**config.mk**
```make
export PLATFORM = sky130hd
export DESIGN_NAME = fir_xifu_lsu_ctrl_flat
export DESIGN_NICKNAME = d
export VERILOG_FILES = /design/src/rtl/fir_xifu_lsu_ctrl_if.sv /design/src/rtl/fir_xifu_lsu_ctrl.sv /design/src/flat_wrapper.sv
export SDC_FILE = /design/constraint.sdc
export NUM_CORES = 1
export LEC_CHECK = 0
export CORE_ASPECT_RATIO = 0.75
export CORE_MARGIN = 1
export CORE_UTILIZATION = 43
export DETAILED_ROUTE_END_ITERATION = 10
export GPL_TIMING_DRIVEN = 0
export PLACE_DENSITY = 0.8
export REMOVE_ABC_BUFFERS = 1
export SLEW_MARGIN = 20
export SYNTH_ARGS = -nofsm -noshare
export SYNTH_HDL_FRONTEND = slang
export SYNTH_SLANG_ARGS = --single-unit
```
**constraint.sdc**
```tcl
create_clock -name clk_i -period 2.32 [get_ports clk_i]
set_input_delay 0.696 -clock clk_i [delete_from_list [all_inputs] [get_ports clk_i]]
set_output_delay 0.696 -clock clk_i [all_outputs]
set_load 0.05 [all_outputs]
```
**src/rtl/fir_xifu_lsu_ctrl_if.sv**
```systemverilog
// rtl/fir_xifu_lsu_ctrl_if.sv - EX request, commit, xif_mem, mem_result and WB signal bundle
interface fir_xifu_lsu_ctrl_if #(
    parameter int ID_W = 4
);
    logic            req_valid_i;
    logic            req_we_i;
    logic [ID_W-1:0] req_id_i;
    logic [31:0]     req_addr_i;
    logic [31:0]     req_wdata_i;
    logic            ready_o;

    logic            commit_valid_i;
    logic [ID_W-1:0] commit_id_i;
    logic            commit_kill_i;

    logic            mem_valid_o;
    logic            mem_ready_i;
    logic [ID_W-1:0] mem_id_o;
    logic [31:0]     mem_addr_o;
    logic            mem_we_o;
    logic [31:0]     mem_wdata_o;

    logic            mem_result_valid_i;
    logic [ID_W-1:0] mem_result_id_i;
    logic [31:0]     mem_result_rdata_i;

    logic            wb_valid_o;
    logic [ID_W-1:0] wb_id_o;
    logic [31:0]     wb_rdata_o;

    modport master (
        output req_valid_i, req_we_i, req_id_i, req_addr_i, req_wdata_i,
        input  ready_o,
        output commit_valid_i, commit_id_i, commit_kill_i,
        input  mem_valid_o, mem_id_o, mem_addr_o, mem_we_o, mem_wdata_o,
        output mem_ready_i,
        output mem_result_valid_i, mem_result_id_i, mem_result_rdata_i,
        input  wb_valid_o, wb_id_o, wb_rdata_o
    );

    modport slave (
        input  req_valid_i, req_we_i, req_id_i, req_addr_i, req_wdata_i,
        output ready_o,
        input  commit_valid_i, commit_id_i, commit_kill_i,
        output mem_valid_o, mem_id_o, mem_addr_o, mem_we_o, mem_wdata_o,
        input  mem_ready_i,
        input  mem_result_valid_i, mem_result_id_i, mem_result_rdata_i,
        output wb_valid_o, wb_id_o, wb_rdata_o
    );
endinterface

```
**src/rtl/fir_xifu_lsu_ctrl.sv**
```systemverilog
// rtl/fir_xifu_lsu_ctrl.sv - FIR XIFU load/store sequencer toward the CV32E40X memory interface
module fir_xifu_lsu_ctrl #(
    parameter int ID_W            = 4,
    parameter int MAX_OUTSTANDING = 2
) (
    input  logic                 clk_i,
    input  logic                 rst_ni,
    input  logic                 clear_i,
    fir_xifu_lsu_ctrl_if.slave   bus,
    output logic                 killed_o,
    output logic                 err_o
);
    localparam int NUM_ID = 2 ** ID_W;
    localparam int CNT_W  = $clog2(MAX_OUTSTANDING + 1);
    localparam logic [CNT_W-1:0] MAX_CNT = CNT_W'(MAX_OUTSTANDING);

    typedef enum logic [1:0] {IDLE, WAIT_COMMIT, REQ} state_t;

    state_t              state, state_d;
    logic [NUM_ID-1:0]   bitmap, bitmap_d;
    logic [CNT_W-1:0]    outstanding;
    logic [ID_W-1:0]     lat_id;
    logic [31:0]         lat_addr;
    logic                lat_we;
    logic [31:0]         lat_wdata;
    logic                wb_valid;
    logic [ID_W-1:0]     wb_id;
    logic [31:0]         wb_rdata;

    logic ready, mem_valid, accept, issue, go_wait, kill_ev;
    logic commit_set, resp, resp_ok, clr_bit;

    assign commit_set = bus.commit_valid_i & ~bus.commit_kill_i;
    assign resp       = bus.mem_result_valid_i;
    assign resp_ok    = resp & (outstanding != '0);
    assign clr_bit    = (issue & lat_we) | kill_ev;

    always_ff @(posedge clk_i or negedge rst_ni) begin
        if (!rst_ni) state <= IDLE;
        else         state <= state_d;
    end

    always_comb begin
        state_d = state;
        if (clear_i) begin
            state_d = IDLE;
        end else begin
            case (state)
                IDLE: if (accept) begin
                    if (!bus.req_we_i || bitmap[bus.req_id_i] ||
                        (commit_set && bus.commit_id_i == bus.req_id_i))
                        state_d = REQ;
                    else
                        state_d = WAIT_COMMIT;
                end
                WAIT_COMMIT: begin
                    if (go_wait)      state_d = REQ;
                    else if (kill_ev) state_d = IDLE;
                end
                REQ:     if (bus.mem_ready_i) state_d = IDLE;
                default: state_d = IDLE;
            endcase
        end
    end

    always_comb begin
        ready     = (state == IDLE) && (outstanding < MAX_CNT);
        mem_valid = (state == REQ);
        accept    = bus.req_valid_i & ready;
        issue     = mem_valid & bus.mem_ready_i;
        go_wait   = (commit_set && bus.commit_id_i == lat_id) || bitmap[lat_id];
        kill_ev   = (state == WAIT_COMMIT) && !go_wait && bus.commit_valid_i &&
                    bus.commit_kill_i && (bus.commit_id_i == lat_id) && !clear_i;
    end

    always_ff @(posedge clk_i or negedge rst_ni) begin
        if (!rst_ni) begin
            lat_id    <= '0;
            lat_addr  <= '0;
            lat_we    <= 1'b0;
            lat_wdata <= '0;
        end else if (accept) begin
            lat_id    <= bus.req_id_i;
            lat_addr  <= bus.req_addr_i;
            lat_we    <= bus.req_we_i;
            lat_wdata <= bus.req_wdata_i;
        end
    end

    // A clear of the latched store's bit beats a new commit only when both hit the same id
    always_comb begin
        bitmap_d = bitmap;
        if (clr_bit) bitmap_d[lat_id] = 1'b0;
        if (commit_set && !(clr_bit && bus.commit_id_i == lat_id))
            bitmap_d[bus.commit_id_i] = 1'b1;
    end

    always_ff @(posedge clk_i or negedge rst_ni) begin
        if (!rst_ni)      bitmap <= '0;
        else if (clear_i) bitmap <= '0;
        else              bitmap <= bitmap_d;
    end

    // Not flushed by clear_i: responses to already accepted requests still come back
    always_ff @(posedge clk_i or negedge rst_ni) begin
        if (!rst_ni) begin
            outstanding <= '0;
        end else if (issue && !resp_ok) begin
            outstanding <= outstanding + 1'b1;
        end else if (!issue && resp_ok) begin
            outstanding <= outstanding - 1'b1;
        end
    end

    always_ff @(posedge clk_i or negedge rst_ni) begin
        if (!rst_ni) begin
            wb_valid <= 1'b0;
            wb_id    <= '0;
            wb_rdata <= '0;
            killed_o <= 1'b0;
            err_o    <= 1'b0;
        end else begin
            wb_valid <= resp;
            if (resp) begin
                wb_id    <= bus.mem_result_id_i;
                wb_rdata <= bus.mem_result_rdata_i;
            end
            killed_o <= kill_ev;
            err_o    <= resp && (outstanding == '0);
        end
    end

    assign bus.ready_o     = ready;
    assign bus.mem_valid_o = mem_valid;
    assign bus.mem_id_o    = lat_id;
    assign bus.mem_addr_o  = lat_addr;
    assign bus.mem_we_o    = lat_we;
    assign bus.mem_wdata_o = lat_wdata;
    assign bus.wb_valid_o  = wb_valid;
    assign bus.wb_id_o     = wb_id;
    assign bus.wb_rdata_o  = wb_rdata;
endmodule

```
**src/flat_wrapper.sv**
```systemverilog
// flat-port wrapper written by rule: the top's interface ports become plain ports
module fir_xifu_lsu_ctrl_flat 
#(
    parameter int ID_W            = 4,
    parameter int MAX_OUTSTANDING = 2
)
  (clk_i, rst_ni, clear_i, killed_o, err_o, bus_req_valid_i, bus_req_we_i, bus_req_id_i, bus_req_addr_i, bus_req_wdata_i, bus_ready_o, bus_commit_valid_i, bus_commit_id_i, bus_commit_kill_i, bus_mem_valid_o, bus_mem_id_o, bus_mem_addr_o, bus_mem_we_o, bus_mem_wdata_o, bus_mem_ready_i, bus_mem_result_valid_i, bus_mem_result_id_i, bus_mem_result_rdata_i, bus_wb_valid_o, bus_wb_id_o, bus_wb_rdata_o);
  fir_xifu_lsu_ctrl_if #(.ID_W(ID_W)) bus_i ();
  input  logic clk_i;
  input  logic rst_ni;
  input  logic clear_i;
  output logic killed_o;
  output logic err_o;
  input wire logic [$bits(bus_i.req_valid_i)-1:0] bus_req_valid_i;
  input wire logic [$bits(bus_i.req_we_i)-1:0] bus_req_we_i;
  input wire logic [$bits(bus_i.req_id_i)-1:0] bus_req_id_i;
  input wire logic [$bits(bus_i.req_addr_i)-1:0] bus_req_addr_i;
  input wire logic [$bits(bus_i.req_wdata_i)-1:0] bus_req_wdata_i;
  output wire logic [$bits(bus_i.ready_o)-1:0] bus_ready_o;
  input wire logic [$bits(bus_i.commit_valid_i)-1:0] bus_commit_valid_i;
  input wire logic [$bits(bus_i.commit_id_i)-1:0] bus_commit_id_i;
  input wire logic [$bits(bus_i.commit_kill_i)-1:0] bus_commit_kill_i;
  output wire logic [$bits(bus_i.mem_valid_o)-1:0] bus_mem_valid_o;
  output wire logic [$bits(bus_i.mem_id_o)-1:0] bus_mem_id_o;
  output wire logic [$bits(bus_i.mem_addr_o)-1:0] bus_mem_addr_o;
  output wire logic [$bits(bus_i.mem_we_o)-1:0] bus_mem_we_o;
  output wire logic [$bits(bus_i.mem_wdata_o)-1:0] bus_mem_wdata_o;
  input wire logic [$bits(bus_i.mem_ready_i)-1:0] bus_mem_ready_i;
  input wire logic [$bits(bus_i.mem_result_valid_i)-1:0] bus_mem_result_valid_i;
  input wire logic [$bits(bus_i.mem_result_id_i)-1:0] bus_mem_result_id_i;
  input wire logic [$bits(bus_i.mem_result_rdata_i)-1:0] bus_mem_result_rdata_i;
  output wire logic [$bits(bus_i.wb_valid_o)-1:0] bus_wb_valid_o;
  output wire logic [$bits(bus_i.wb_id_o)-1:0] bus_wb_id_o;
  output wire logic [$bits(bus_i.wb_rdata_o)-1:0] bus_wb_rdata_o;
  assign bus_i.req_valid_i = bus_req_valid_i;
  assign bus_i.req_we_i = bus_req_we_i;
  assign bus_i.req_id_i = bus_req_id_i;
  assign bus_i.req_addr_i = bus_req_addr_i;
  assign bus_i.req_wdata_i = bus_req_wdata_i;
  assign bus_ready_o = bus_i.ready_o;
  assign bus_i.commit_valid_i = bus_commit_valid_i;
  assign bus_i.commit_id_i = bus_commit_id_i;
  assign bus_i.commit_kill_i = bus_commit_kill_i;
  assign bus_mem_valid_o = bus_i.mem_valid_o;
  assign bus_mem_id_o = bus_i.mem_id_o;
  assign bus_mem_addr_o = bus_i.mem_addr_o;
  assign bus_mem_we_o = bus_i.mem_we_o;
  assign bus_mem_wdata_o = bus_i.mem_wdata_o;
  assign bus_i.mem_ready_i = bus_mem_ready_i;
  assign bus_i.mem_result_valid_i = bus_mem_result_valid_i;
  assign bus_i.mem_result_id_i = bus_mem_result_id_i;
  assign bus_i.mem_result_rdata_i = bus_mem_result_rdata_i;
  assign bus_wb_valid_o = bus_i.wb_valid_o;
  assign bus_wb_id_o = bus_i.wb_id_o;
  assign bus_wb_rdata_o = bus_i.wb_rdata_o;
  fir_xifu_lsu_ctrl #(.ID_W(ID_W), .MAX_OUTSTANDING(MAX_OUTSTANDING)) u_core (.clk_i(clk_i), .rst_ni(rst_ni), .clear_i(clear_i), .bus(bus_i), .killed_o(killed_o), .err_o(err_o));
endmodule
```
# [Word-level counts from Yosys, hierarchy flattened]
# Index checks and enable logic that the tools add are counted.
[totals] ramBits=0 out_inout_bits=110 register_bits=128 mem_bits_ro=0 latchBits=0 n_memories=0
[classes] add_sub_neg=2 reduce_logical=29 bitwise=10 mux=20 shift=0 eq_ne=7 multipliers=0 magnitude_cmp=6 n_div=0
[ops] cell="2-to-1 mux 16 bit" n=3
[ops] cell="bitwise AND 16 bit" n=1
[ops] cell="2-to-1 mux 2 bit" n=8
[ops] cell="NOT 16 bit" n=1
[ops] cell="OR 16 bit" n=1
[ops] cell="logical AND 1 bit" n=15
[ops] cell="less-than comparator 4 x 5 -> 1 bit, second input constant" n=3
[ops] cell="binary-select mux 1 bit (select 4 bit)" n=2
[ops] cell="demux 1 bit (select 4 bit)" n=2
[ops] cell="equality test 4 bit" n=2
[ops] cell=">= comparator 4 x 1 -> 1 bit, second input constant" n=2
[ops] cell="zero test 1 bit" n=6
[ops] cell="inequality test 3 x 2 -> 1 bit, second input constant" n=2
[ops] cell="case mux 2 bit (3 select lines)" n=1
[ops] cell="bitwise AND 1 bit" n=5
[ops] cell="zero test 2 bit" n=2
[ops] cell="2-to-1 mux 1 bit" n=4
[ops] cell="inequality test 4 x 2 -> 1 bit, second input constant" n=1
[ops] cell="nonzero test 2 bit" n=2
[ops] cell="logical OR 1 bit" n=3
[ops] cell="AND reduction 3 bit" n=1
[ops] cell="adder 2 x 1 -> 2 bit, second input constant" n=1
[ops] cell="equality test 2 x 1 -> 1 bit, second input constant" n=1
[ops] cell="equality test 2 bit, second input constant" n=1
[ops] cell="4 further kinds" n=4

# [Depth between registers and ports, before layout]
[depth] word_depth=16 ltp_mapped=7

# [Worst setup path before layout]
# No wires, ideal clock.
[synth_timing] kind="register -> register" start="register u_core.state[0]" end="register u_core.lat_addr[10] (netlist: u_core.bus.mem_addr_o[10])" period_less_slack_ns=2.867 path_buffers=3 required_ns=2.195 t_arrival_ns=2.743 setup_slack_ns=-0.547 setup_time_ns=0.125 path_stages_with_launch=7 path_cell_list="dfrtp_1 nor3_1 and2_1 clkbuf_1 buf_2 buf_2 mux2_2"
[synth_between] elab_chain_len=3
[synth_lines] element="from (decl)" line="fir_xifu_lsu_ctrl.sv:19" rtl="state_t state, state_d;"
[synth_lines] element="from (signal assigned)" line="fir_xifu_lsu_ctrl.sv:40" rtl="else state <= state_d;"
[synth_lines] element="zero test 2 bit" line="fir_xifu_lsu_ctrl.sv:67" rtl="ready = (state == IDLE) && (outstanding < MAX_CNT);"
[synth_lines] element="logical AND 1 bit" line="fir_xifu_lsu_ctrl.sv:67"
[synth_lines] element="net bus_ready_o" line="flat_wrapper.sv:19" rtl="output wire logic [$bits(bus_i.ready_o)-1:0] bus_ready_o;"
[synth_lines] element="bitwise AND 1 bit" line="fir_xifu_lsu_ctrl.sv:69" rtl="accept = bus.req_valid_i & ready;"
[synth_lines] element="to (signal assigned)" line="fir_xifu_lsu_ctrl.sv:84" rtl="lat_addr <= bus.req_addr_i;"
[synth_lines] element="to (decl)" line="fir_xifu_lsu_ctrl.sv:23" rtl="logic [31:0] lat_addr;"
# The timed path passes the listed nets, and every way through them passes these cells.
# A chain may end at the register's enable or synchronous reset.

# [Worst setup path in the final report]
[layout_timing] start="input bus_commit_id_i[3]" end="register u_core.bitmap[7]"
[layout_between] elab_chain_len=15 elab_cells_between_ends=22 classes_between="order compare: 2; eq/ne: 1; mux: 5; bitwise: 2; reduce/logical: 12"
[layout_lines] element="from (decl)" line="flat_wrapper.sv:21" rtl="input wire logic [$bits(bus_i.commit_id_i)-1:0] bus_commit_id_i;"
[layout_lines] element="equality test 4 bit" line="fir_xifu_lsu_ctrl.sv:71, fir_xifu_lsu_ctrl.sv:73, fir_xifu_lsu_ctrl.sv:94"
[layout_lines] element="logical AND 1 bit" line="fir_xifu_lsu_ctrl.sv:71" rtl="go_wait = (commit_set && bus.commit_id_i == lat_id) || bitmap[lat_id];"
[layout_lines] element="logical OR 1 bit" line="fir_xifu_lsu_ctrl.sv:71"
[layout_lines] element="zero test 1 bit" line="fir_xifu_lsu_ctrl.sv:72" rtl="kill_ev = (state == WAIT_COMMIT) && !go_wait && bus.commit_valid_i &&"
[layout_lines] element="logical AND 1 bit (3 in series)" line="fir_xifu_lsu_ctrl.sv:72"
[layout_lines] element="logical AND 1 bit (2 in series)" line="fir_xifu_lsu_ctrl.sv:73" rtl="bus.commit_kill_i && (bus.commit_id_i == lat_id) && !clear_i;"
[layout_lines] element="OR 1 bit" line="fir_xifu_lsu_ctrl.sv:36" rtl="assign clr_bit = (issue & lat_we) | kill_ev;"
[layout_lines] element="logical AND 1 bit" line="fir_xifu_lsu_ctrl.sv:94" rtl="if (commit_set && !(clr_bit && bus.commit_id_i == lat_id))"
[layout_lines] element="zero test 1 bit" line="fir_xifu_lsu_ctrl.sv:94"
[layout_lines] element="logical AND 1 bit" line="fir_xifu_lsu_ctrl.sv:94"
[layout_lines] element="2-to-1 mux 16 bit *" line="fir_xifu_lsu_ctrl.sv:94"
[layout_lines] element="2-to-1 mux 16 bit *" line="fir_xifu_lsu_ctrl.sv:100" rtl="else if (clear_i) bitmap <= '0;"
[layout_lines] element="to (signal assigned)" line="fir_xifu_lsu_ctrl.sv:101" rtl="else bitmap <= bitmap_d;"
[layout_lines] element="to (decl)" line="fir_xifu_lsu_ctrl.sv:20" rtl="logic [NUM_ID-1:0] bitmap, bitmap_d;"
# Every way passes the cells marked *; elsewhere a longest branch is shown, timed or not.

==> flow_summary_export.csv <==
group,metric,value,unit
floorplanning,io_pins,227,
global_route,grtUsageMet3,9.646,%
timing,slew-limit-headroom,43.90,%
synthesis,synth_seq_cells,128,
global_route,antenna_found_initial,0,
timing,worst_slew_pin_slew,0.8406,ns
route,wire_per_inst,18.60,um
synthesis,yosysSeqAreaShare,57.93,%
clock_network,cts_tree,"built",
timing,fin_worst_skew,0.007228,ns
clock_network,clock_latency,0.40,ns
floorplanning,die_x,132.9,um
placed_design,dpl.hpwl,10.70,mm
synthesis,yosysTopAreaCell,"dfrtp_1",
synthesis,ys_async_sr_fraction,100.0,%
floorplanning,start_util,44.61,%
floorplanning,core_area,12390,um2
route,drc_errors,0,
final_layout,nets,752,
clock_network,clk_pin_slew,0.06,ns
placed_design,port_buffers,226,
setup_path,crit_path_start_kind,"input port",
power,ir_drop,1001,uV
timing,rsz0062_at_grt,"true",
floorplanning,die_h,100.2,um
global_route,grt_max_degree,67,
global_route,met1_usage,29.77,%
clock_network,cts.path.max_buffers,2,
synthesis,syn-cell-area,5529,um2
power,p_leak,3.892,nW
power,finalPower,12.13,mW
synthesis,synth_area_per_cell,14.03,um2
clock_network,cts_root_buf,"clkbuf_16",
synthesis,yosysTopAreaCellShare,57.93,%
global_route,grt_pass1_vias,4566,
synthesis,synth_ff_type,"dfrtp_1",
global_route,grt_overflow,0,
route,initialDrtViolationCount,181,
status,status,"finished clean",
floorplanning,die-area,13320,um2
route,wl,15.11,mm
setup_path,worstPathMaxFanout,5,
synthesis,syn_inst,394,
clock_network,htree_levels,4,
final_layout,antenna_cells,0,
timing,setup_viol,0,
route,drt_pass1_iterations,4,
setup_path,end_kind,"register",
timing,hold_viol,0,
power,cellPowerDensity,1372,nW/um2
synthesis,synth_edf_count,0,
global_route,grt-busiest-layer,"met2",
timing,tns,0,ns
placed_design,gp_congestion,0.9154,
final_layout,drive_gt1_share,28.48,%
synthesis,ys_types,45,
timing,post-route-period-util,98.59,%
timing,clock.fmax,437.2,MHz
route,antenna_left,0,
global_route,use_met2,37.62,%
setup_path,cp.required,2.59,ns
timing,post-route-min-period,2.287,ns
route,dr_total_vias,4256,
final_layout,area_growth,59.90,%
global_route,grt_pass1_wl,24.30,mm
global_route,track_usage,23.79,%
synthesis,synthTopCellsByArea,"dfrtp_1 (58%), mux2_2 (21%), mux4_2 (2.0%), a32oi_1 (1.9%), nand2_1 (1.6%)",
synthesis,synth_warnings,0,
hold_path,hold_path.class,"in -> async",
clock_network,cts.sinks,128,
setup_path,cp.arrival,2.56,ns
route,vias_per_cell,5.241,
run,maxCapViolCount,0,
setup_path,path_class,"in -> reg",
timing,maxSlewViolCount,0,
synthesis,synthTopCellsByCount,"dfrtp_1 (128), mux2_2 (105), nand2_1 (24)",
floorplanning,rows,35,
synthesis,synth_most_common_cell,"dfrtp_1",
clock_network,numCtsBuffers,17,
[layout by cell type, fill, tap and decap left out, types with 4 or more instances in the layout]
cell type / synthesis / final
xor2_1: 7 / 6
nand2_1: 24 / 24
clkdlybuf4s50_1: 0 / 184
nor2_1: 9 / 9
o21ai_0: 15 / 13
clkbuf_16: 0 / 17
o41ai_4: 0 / 4
xnor2_1: 4 / 4
mux2_2: 105 / 105
dfrtp_1: 128 / 125
a32oi_1: 12 / 12
mux4_2: 5 / 5
dlygate4sd2_1: 0 / 8
o21ai_1: 3 / 4
buf_4: 0 / 12
a21oi_1: 4 / 4
dlymetal6s2s_1: 0 / 27
clkinv_4: 0 / 4
inv_1: 6 / 6
[critical path, cell delays in order]
cell and delay (ns):
dlygate4sd2_1 0.31, xor2_1 0.21, nor4_4 0.29, buf_4 0.17, nand4_1 0.12, buf_6 0.18
o41ai_4 0.31, buf_4 0.19, o21ai_0 0.08
[metal layers]
| layer | wire, um | share of wire, % | up-vias |
|---|---|---|---|
| met1 | 5917 | 39 | 2125 |
| met4 | 230 | 1.5 | 0 |
| met3 | 1702 | 11 | 20 |
| met5 | 0 | 0 | - |
| met2 | 7256 | 48 | 194 |
| li1 | - | - | 1917 |
[metrics by stage]
step                      cells  hold slack, ns  utilization (%)  instance area (um2)  worst slack [ns]
final                       812          0.2745            71.34                 8841           0.03274
after global routing        812          0.3082            71.34                 8841          -0.03055
after CTS                   804          0.2908            70.14                 8692          0.003378
after detailed placement    767          0.4947            64.34                 7974           -0.9236
after global placement      764          0.4877            63.66                 7890            -4.362
after floorplan             372          0.4004                -                 5420            -1.545
[cell families after synthesis]
family / count (synthesis) / synth area share (%)
XOR/XNOR: 11 / 1.742
AND/OR/NAND/NOR: 62 / 6.019
adder cells (fa/ha/maj): 1 / 0.2263
buffers and inverters: 28 / 2.376
AO/OA/AOI/OAI: 51 / 7.151
multiplexers: 113 / 24.55
flip-flops: 128 / 57.93
[sequential cells by signal, indices dropped and copies added (netlist names)]
name	count
u_core.bus.wb_rdata_o	32
u_core.bus.mem_we_o	1
u_core.bitmap	16
u_core.bus.mem_wdata_o	32
u_core.bus.wb_valid_o	1
u_core.bus.wb_id_o	4
u_core.bus.mem_id_o	4
u_core.killed_o	1
u_core.outstanding	2
u_core.err_o	1
u_core.state	2
u_core.bus.mem_addr_o	32
[power by group]
part           internal (mW)  total [mW]  switching, mW
clock network           1.72        2.72           1.00
registers               3.00        3.55          0.557
logic                   2.22        5.86           3.64
[layout make-up]
type | count | area, um2
fill | 848 | 3552
sequential | 128 | 3207
timing repair buffer | 243 | 2497
multi-input combinational | 238 | 2303
clock buffer | 19 | 442.9
tap | 166 | 207.7
clock inverter | 12 | 160.2
inverter | 6 | 22.52
[path summary, 6_finish.rpt]
path                                           start                        end  slack [ns]  cells past startpoint
max reg2reg                   u_core.bus.mem_id_o[0]           u_core.bitmap[7]        0.04                      9
max in group asynchronous                     rst_ni  u_core.bus.mem_addr_o[26]        1.32                      2
min in group clk_i         u_core.bus.wb_rdata_o[20]  u_core.bus.wb_rdata_o[20]        0.50                      1
max                               bus_commit_id_i[3]           u_core.bitmap[7]        0.03                      9
min                                           rst_ni            u_core.state[0]        0.27                      1
min reg2reg                u_core.bus.wb_rdata_o[20]  u_core.bus.wb_rdata_o[20]        0.50                      1
[what timing repair did]
| item | 4_1_cts | 5_1_grt |
|---|---|---|
| buffers inserted | 6 | 8 |
| setup endpoints to repair | 25 | 46 |
| pin swaps | 4 | 5 |
| gates resized for setup | 28 | 44 |
| hold buffers | 0 | 0 |
(Power assumes the default switching activity.)
